--- config.mk ---
export PLATFORM = sky130hd
export DESIGN_NAME = lfsr16_ready
export DESIGN_NICKNAME = d
export VERILOG_FILES = /design/src/rtl/axis_frame_defs.sv /design/src/rtl/lfsr16_ready.sv
export SDC_FILE = /design/constraint.sdc
export NUM_CORES = 1
export LEC_CHECK = 0
export ABC_CLOCK_PERIOD_IN_PS = 2900
export BUFFER_PORTS_ARGS = -buffer_cell sky130_fd_sc_hd__buf_2
export CAP_MARGIN = 30
export CORE_AREA = 2 2 39 41
export CTS_CLUSTER_DIAMETER = 60
export DETAILED_ROUTE_END_ITERATION = 8
export DIE_AREA = 0 0 41 43
export PLACE_DENSITY = 0.68
export SYNTH_ARGS = -nofsm -noshare
export SYNTH_HDL_FRONTEND = slang
export SYNTH_SLANG_ARGS = --single-unit
--- constraint.sdc ---
create_clock -name clk -period 2.9 [get_ports clk]
set_clock_uncertainty 0.1 [all_clocks]
set_input_delay 0.29 -clock clk [delete_from_list [all_inputs] [get_ports clk]]
set_output_delay 0.29 -clock clk [all_outputs]
set_load 0.005 [all_outputs]
--- src/rtl/axis_frame_defs.sv ---
// Shared definitions for the AXI-Stream frame checker and stream-test sources.
// FSM state encoding plus LFSR seed/tap constants and step function.
package axis_frame_defs;

  typedef enum logic {
    SEEK     = 1'b0,
    IN_FRAME = 1'b1
  } state_e;

  localparam logic [15:0] LFSR_SEED = 16'hACE1;

  // Taps 16,14,13,11 of a right-shifting Fibonacci LFSR land on bits 0,2,3,5.
  localparam logic [15:0] LFSR_TAPS = 16'h002D;

  function automatic logic [15:0] lfsr_next(input logic [15:0] s);
    return {^(s & LFSR_TAPS), s[15:1]};
  endfunction

endpackage

--- src/rtl/lfsr16_ready.sv ---
// 16-bit Fibonacci LFSR producing a pseudo-random ready/valid bit.
// Advances on every enabled cycle; a non-zero seed keeps it out of zero.
module lfsr16_ready
  import axis_frame_defs::*;
(
  input  logic clk,
  input  logic reset_n,
  input  logic ce_i,
  output logic ready_o
);

  logic [15:0] lfsr_q;
  logic [15:0] lfsr_d;

  assign lfsr_d  = ce_i ? lfsr_next(lfsr_q) : lfsr_q;
  assign ready_o = lfsr_q[0];

  // Shift register, reloaded with the seed on reset.
  always_ff @(posedge clk or negedge reset_n) begin
    if (!reset_n) lfsr_q <= LFSR_SEED;
    else          lfsr_q <= lfsr_d;
  end

endmodule

==> impl_metrics.ini, run 1 <==
[cts]
cts_tree = built
cts_sinks = 16
clk_pin_slew_worst_paths_ns = 0.09
cts-root-buf = clkbuf_4
clk_latency_ns = 0.27
clk_path_buf_depth = 2
ctsResizeCount = 0
ctsHtreeMaxLevel = 1
numCtsBuffers = 3

[route]
viasPerCell = 4.97
ant_nets = 0
drc_errors = 0
initialDrtViolationCount = 7
first_pass_iters = 4
drt_wl_total_um = 844
via_count = 298
avgRoutedWirePerCell_um = 14.1

[final_layout]
reg_top3 = lfsr_q (16)
nNetsFinal = 48
antenna_cells = 0
area_delta_synth_final_pct = 7.41
regMostFlops = lfsr_q
fin_area_um2 = 726
mostFrequentLayoutCells = 8 x mux2_4, 8 x dfstp_2, 8 x dfrtp_1
drive_above_1_share_pct = 68.2
largest_reg_flops = 16

[place]
dpl_cell_area_um2 = 679
hpwl_um = 604
port_buffers = 3
gp_congestion = 0.592

[setup_path]
crit_family = flip-flops
critical_path.slowest_cell = dfstp_2
slowest_delay_ns = 0.56
critPathBufInv = 1
path_depth = 1
reg2regPathDepth = 3
crit_fanout = 3
crit_required_ns = 2.51
start_kind = flop
worstPathArrival_ns = 0.94
end_kind = output pin
crit_type = flop to output pin
crit_chain = buf_2

[power]
pwr-share-seq_pct = 54.8
p_per_area_mw_per_mm2 = 1140
clkPwrFrac_pct = 16.9
vdd_drop_max_uv = 494
switching_share_pct = 25.2
p_comb_share_pct = 28.3
p_int_mw = 0.618
leakagePower_nw = 0.317
p_sw_mw = 0.208

[grt]
grt_pass1_wl_um = 1430
antenna_found_initial = 0
grt_max_degree = 18
first_global_vias = 321
grt_remaining_overflow = 0
grt_usage_pct = 12.0

[floorplanning]
core_area_mm2 = 0.00138
die_area_mm2 = 0.00176
ios = 4
die_height_um = 43
num_rows = 14
start_util_pct = 48.8
die_x_um = 41

[logic_synthesis]
synth-seq-cells = 16
syn_area_um2 = 676
synth_seq_area_share_pct = 60.7
synth.avg_cell_area_um2 = 17.8
netlist_instances = 38
postSynthNetCount = 41
synthTopCellsByArea = dfstp_2 31%, dfrtp_1 30%, mux2_4 18%
ys_warn_count = 0
synth_top_area_share_pct = 31.1
synth_cell_type_count = 9
yosys.area.top_type = dfstp_2

[run]
max_cap_viol_count = 0

[timing]
maxSlewHeadroom_pct = 72.3
worst_slew_pin_slew_ns = 0.415
period_minus_slack_ns = 1.33
finalHoldViolCount = 0
rsz0062_at_grt = false
timing.fmax_mhz = 751
finalSetupTns_ns = 0
drv_slew = 0
period_share_pct = 45.9
setup_viol = 0

[run_status]
outcome = complete, no violations

[worst_hold_path]
hold_class = primary input to asynchronous set/reset pin
==> worst register-to-register path, cell delays in order (launching register included) <==
cell,delay [ns]
dfstp_2,0.56
xnor2_1,0.14
xnor2_1,0.16
a21oi_1,0.09
==> synth_stat cells <==
cell type,instances
a21oi_1,1
nor2_1,1
dfstp_2,8
dfrtp_1,8
xnor2_1,3
mux2_4,8
buf_12,1
buf_6,1
mux2_2,7
==> cells by family (layout without fill, tap and decap cells) <==
group	after synthesis	after routing	synth area share (%)
buffers and inverters	2	8	4.63
AND/OR/NAND/NOR	1	1	0.555
AO/OA/AOI/OAI	1	1	0.740
XOR/XNOR	3	3	3.89
multiplexers	15	15	29.4
flip-flops	16	16	60.7
==> through the flow <==
| step | hold slack [ns] | power (mW) | utilization [%] | setup WS (ns) | std cells |
|---|---|---|---|---|---|
| final | 0.338 | 0.826 | 52.4 | 1.57 | 60 |
| after global routing | 0.371 | 0.875 | 52.4 | 1.53 | 60 |
| after CTS | 0.344 | 0.836 | 52.4 | 1.56 | 60 |
| after floorplan | -0.106 | 0.636 | - | 1.85 | 38 |
| after detailed placement | 0.109 | 0.692 | 49.1 | 1.63 | 55 |
| after global placement | 0.0945 | 0.670 | 49.1 | 1.67 | 55 |
==> final timing paths <==
kind | endpoint | from | slack, ns
worst min-delay path | lfsr_q[9]$_DFFE_PN0P_ | reset_n | 0.34
worst max register to register | lfsr_q[15]$_DFFE_PN1P_ | lfsr_q[0]$_DFFE_PN1P_ | 1.78
min in group clk | lfsr_q[15]$_DFFE_PN1P_ | ce_i | 0.36
max in group asynchronous | lfsr_q[5]$_DFFE_PN1P_ | reset_n | 2.06
worst max-delay path | ready_o | lfsr_q[0]$_DFFE_PN1P_ | 1.57
worst min register to register | lfsr_q[15]$_DFFE_PN1P_ | lfsr_q[15]$_DFFE_PN1P_ | 0.41
==> what timing repair did <==
action | CTS | global route
endpoints found under the setup margin | 0 | 0
setup buffers | 0 | 0
hold buffers | 1 | 0
hold endpoints to repair | 8 | 0
==> layer usage <==
metal | wire, um | share of wire, % | track usage [%] | up-vias
met2 | 416 | 49 | 17.8 | 3
met3 | 29 | 3.4 | 3.14 | 0
met1 | 397 | 47 | 16.8 | 150
met5 | 0 | 0 | 0 | -
met4 | 0 | 0 | 4.00 | 0
li1 | - | - | - | 145
==> power groups by stage <==
stage                     Clock, mW  Combinational (mW)  Sequential [mW]
after floorplan                   0               0.203            0.433
after global placement            0               0.225            0.445
after detailed placement          0               0.236            0.456
after CTS                     0.143               0.240            0.453
after global routing          0.154               0.253            0.468
final                         0.140               0.234            0.453
==> area by class of cell <==
class	instances	area, um2
fill	124	658
tap	16	20.0
clock buffer	4	36.3
multi-input combinational	20	234
sequential	16	410
timing repair buffer	4	25.0
Power figures use the tool's default switching activity.
==> inputs of run 2 (changes only) <==
- ABC_CLOCK_PERIOD_IN_PS: 2900 -> 1300
- clock period: 2.9 -> 1.3 ns (I/O delays scaled with it)
==> run 2 against run 1 <==
Effect of this change:
- critical path depth unchanged
- combinational power up 120%
- final cell count up 1.7%
- setup slack worse by 1.4 ns
- sequential cell count unchanged
- highest routed layer is now met4
- largest cell class unchanged
==> impl_metrics.ini, run 2 (synthesized netlist as in run 1, its figures left out) <==
[route]
avgRoutedWirePerCell_um = 14.3
viasPerCell = 4.87
via_count = 297
drt_wl_total_um = 873
drc_errors = 0
initialDrtViolationCount = 2
ant_nets = 0
first_pass_iters = 2

[final_layout]
nNetsFinal = 49
largest_reg_flops = 16
regMostFlops = lfsr_q
area_delta_synth_final_pct = 10.4
mostFrequentLayoutCells = 8 x mux2_4, 8 x dfstp_2, 8 x dfrtp_1
drive_above_1_share_pct = 68.9
antenna_cells = 0
reg_top3 = lfsr_q (16)

[timing]
finalSetupTns_ns = 0
rsz0062_at_grt = false
timing.fmax_mhz = 848
setup_viol = 0
maxSlewHeadroom_pct = 77.5
finalHoldViolCount = 0
period_share_pct = 90.8
finalWorstSetupSlack_ns = 0.120
period_minus_slack_ns = 1.18
drv_slew = 0
worst_slew_pin_slew_ns = 0.337

[floorplanning]
core_area_mm2 = 0.00138
num_rows = 14
die_x_um = 41
start_util_pct = 48.8
ios = 4
die_area_mm2 = 0.00176
die_height_um = 43

[setup_path]
critPathBufInv = 1
reg2regPathDepth = 3
crit_fanout = 3
start_kind = flop
end_kind = output pin
r2r_slack_ns = 0.20
slowest_delay_ns = 0.56
crit_family = flip-flops
crit_chain = buf_2
crit_end = ready_o
startpoint = lfsr_q[0]$_DFFE_PN1P_
critical_path.slowest_cell = dfstp_2
crit_type = flop to output pin
path_depth = 1
reg2reg_to = lfsr_q[15]$_DFFE_PN1P_
worstPathArrival_ns = 0.95
r2r-start = lfsr_q[0]$_DFFE_PN1P_
crit_required_ns = 1.07

[run_status]
outcome = complete, no violations

[grt]
grt_max_degree = 18
first_global_vias = 350
grt_pass1_wl_um = 1440
grt_remaining_overflow = 0
antenna_found_initial = 0
grt_usage_pct = 12.9

[power]
vdd_drop_max_uv = 1260
p_per_area_mw_per_mm2 = 2460
power_mw = 1.84
leakagePower_nw = 0.326

[cts]
numCtsBuffers = 3
ctsHtreeMaxLevel = 1
cts_sinks = 16
clk_path_buf_depth = 2
cts-root-buf = clkbuf_4
clk_pin_slew_worst_paths_ns = 0.09
cts_tree = built
clk_latency_ns = 0.28

[worst_hold_path]
hold_class = primary input to flop
hold_start = ce_i

[place]
hpwl_um = 592
gp_congestion = 0.620
place_ws_ns = 0.212
port_buffers = 3

[run]
max_cap_viol_count = 0
## run 2: cell types whose count changed in the layout (fill, tap and decap cells not counted)
cell	previous run	this run
buf_12	0	1
## run 2: area by class of cell
| type | count | area [um2] |
|---|---|---|
| Fill cell | 124 | 638 |
| Multi-Input combinational cell | 20 | 234 |
| Clock buffer | 4 | 36.3 |
| Timing Repair Buffer | 5 | 45.0 |
| Tap cell | 16 | 20.0 |
| Sequential cell | 16 | 410 |
## run 2: repair_timing
item                      CTS  global route
setup buffers               0             0
resized for setup           0             0
hold buffers                1             0
hold endpoints to repair   16             0
## run 2: tightest hold or removal path: stages
cell and delay [ns]:
buf_2 0.10, buf_12 0.16, a21oi_1 0.08
## run 2: metal layers
metal / part of all wire (%) / track usage (%) / vias up
met4: 1.4 / 10.0 / 0
met3: 2.7 / 3.14 / 2
met5: 0 / 0 / -
li1: - / - / 143
met2: 50 / 17.2 / 5
met1: 46 / 17.4 / 147
## run 2: worst min path at each step
stage / endpoint / slack, ns / cells past startpoint
final: lfsr_q[15]$_DFFE_PN1P_ / 0.09 / 3
after CTS: lfsr_q[15]$_DFFE_PN1P_ / 0.08 / 3
after floorplan: lfsr_q[12]$_DFFE_PN0P_ / -0.27 / 0
after detailed placement: lfsr_q[8]$_DFFE_PN0P_ / -0.05 / 1
after global placement: lfsr_q[8]$_DFFE_PN0P_ / -0.06 / 1
after global routing: lfsr_q[15]$_DFFE_PN1P_ / 0.09 / 3
## run 2: through the flow
| step | instances | hold WS (ns) | utilization [%] | area [um2] |
|---|---|---|---|---|
| global placement | 56 | -0.0594 | 50.5 | 699 |
| floorplan | 38 | -0.266 | - | 676 |
| detailed placement | 56 | -0.0473 | 50.5 | 699 |
| CTS | 61 | 0.0782 | 53.9 | 746 |
| global route | 61 | 0.0866 | 53.9 | 746 |
| finish | 61 | 0.0928 | 53.9 | 746 |
## run 2: power breakdown
group / switching [mW] / leakage [nW] / internal [mW]
clock: 0.146 / 0.0210 / 0.170
combinational: 0.148 / 0.128 / 0.369
sequential: 0.159 / 0.177 / 0.845
==> inputs of run 3 (changes only) <==
- BUFFER_PORTS_ARGS: -buffer_cell sky130_fd_sc_hd__buf_2 -> unset
- DONT_BUFFER_PORTS: unset -> 1
- PLACE_DENSITY: 0.68 -> 0.66
==> run 3 against run 2 <==
Effect of this change:
- the flow now finishes with violations (negative hold slack)
- sequential share of layout area rose by 2.7 points
- routed wire length grew 0.23%
- setup slack improved by 0.061 ns
- critical endpoint is now lfsr_q[15]$_DFFE_PN1P_
- largest cell class unchanged
- largest power group unchanged
==> impl_metrics.ini, run 3 (synthesized netlist as in run 1, its figures left out) <==
[run_status]
outcome = finished with violations
violations = negative hold slack

[setup_path]
crit_type = flop to flop
cp_common_cell = xnor2_1
crit_required_ns = 1.42
crit_fanout = 3
reg2regPathDepth = 3
r2r_slack_ns = 0.18
slowest_delay_ns = 0.57
reg2reg_to = lfsr_q[15]$_DFFE_PN1P_
end_kind = flop
r2r-start = lfsr_q[0]$_DFFE_PN1P_
critical_path.slowest_cell = dfstp_2
worstPathArrival_ns = 1.24
crit_family = flip-flops
crit_chain = xnor2_1, xnor2_1, a21oi_1
critPathBufInv = 0
start_kind = flop

[timing]
period_minus_slack_ns = 1.12
finalHoldViolCount = 16
timing.fmax_mhz = 894
drv_slew = 0
worst_slew_pin_slew_ns = 0.663
period_share_pct = 86.0
finalSetupTns_ns = 0
setup_viol = 0
rsz0062_at_grt = false
finalWorstSetupSlack_ns = 0.182
holdWs_ns = -0.213
maxSlewHeadroom_pct = 55.7

[grt]
grt_max_degree = 18
grt_usage_pct = 13.3
grt_pass1_wl_um = 1500
grt_remaining_overflow = 0
antenna_found_initial = 0
first_global_vias = 338

[route]
via_count = 294
drt_wl_total_um = 875
avgRoutedWirePerCell_um = 15.4
first_pass_iters = 3
initialDrtViolationCount = 3
viasPerCell = 5.16
ant_nets = 0
drc_errors = 0

[final_layout]
reg_top3 = lfsr_q (16)
regMostFlops = lfsr_q
area_delta_synth_final_pct = 5.19
antenna_cells = 0
nNetsFinal = 45
largest_reg_flops = 16
mostFrequentLayoutCells = 8 x mux2_4, 8 x dfstp_2, 8 x dfrtp_1
drive_above_1_share_pct = 65.9

[power]
vdd_drop_max_uv = 1090
p_per_area_mw_per_mm2 = 2560
leakagePower_nw = 0.305

[floorplanning]
ios = 4
die_area_mm2 = 0.00176
start_util_pct = 48.8
num_rows = 14
die_height_um = 43
core_area_mm2 = 0.00138
die_x_um = 41

[cts]
cts-root-buf = clkbuf_4
postCtsHoldBufs = 1
numCtsBuffers = 3
clk_pin_slew_worst_paths_ns = 0.09
post-cts-setup-buffers = 0
cts_tree = built
ctsHtreeMaxLevel = 1
cts_sinks = 16
clk_path_buf_depth = 2
clk_latency_ns = 0.28
ctsResizeCount = 0

[place]
port_buffers = 0
place_ws_ns = 0.208
gp_congestion = 0.665

[worst_hold_path]
hold_class = primary input to flop
hold_path_end = lfsr_q[15]$_DFFE_PN1P_
hold_start = ce_i
hold_depth = 1

[run]
max_cap_viol_count = 0
[run 3: cell count changes in the layout (fill, tap and decap cells not counted), sizes merged]
cell / previous run / this run
buf: 4 / 0
[run 3: power by group]
group / total [mW] / internal [mW] / switching, mW
clock: 0.323 / 0.171 / 0.152
combinational: 0.483 / 0.352 / 0.131
sequential: 1.01 / 0.846 / 0.169
total: 1.82 / 1.37 / 0.452
[run 3: final cells by class]
class	instances	area, um2
fill	117	673
sequential	16	410
multi-input combinational	20	234
clock buffer	4	36.3
tap	16	20.0
timing repair buffer	1	10.0
[run 3: worst max path at each step]
stage	from	to	slack, ns	cells after the start
floorplan	lfsr_q[0]$_DFFE_PN1P_	lfsr_q[15]$_DFFE_PN1P_	0.26	3
global placement	lfsr_q[0]$_DFFE_PN1P_	lfsr_q[15]$_DFFE_PN1P_	0.21	3
detailed placement	lfsr_q[0]$_DFFE_PN1P_	lfsr_q[15]$_DFFE_PN1P_	0.21	3
CTS	lfsr_q[0]$_DFFE_PN1P_	lfsr_q[15]$_DFFE_PN1P_	0.17	3
global route	lfsr_q[0]$_DFFE_PN1P_	lfsr_q[15]$_DFFE_PN1P_	0.09	3
finish	lfsr_q[0]$_DFFE_PN1P_	lfsr_q[15]$_DFFE_PN1P_	0.18	3
[run 3: stage by stage]
stage	utilization [%]	cell area, um2	instances	total power [mW]	hold slack, ns
finish	51.4	711	57	1.82	-0.213
global route	51.4	711	57	1.94	-0.212
CTS	51.4	711	57	1.84	-0.216
detailed placement	48.0	664	52	1.50	-0.265
global placement	48.0	664	52	1.46	-0.265
floorplan	-	676	38	1.42	-0.266
[run 3: routing by layer]
| layer | up-vias | wire length [um] | global-route usage, % |
|---|---|---|---|
| met3 | 3 | 34 | 5.24 |
| met4 | 0 | 21 | 8.00 |
| met1 | 150 | 408 | 16.7 |
| li1 | 135 | - | - |
| met2 | 6 | 410 | 18.8 |
| met5 | - | 0 | 0 |
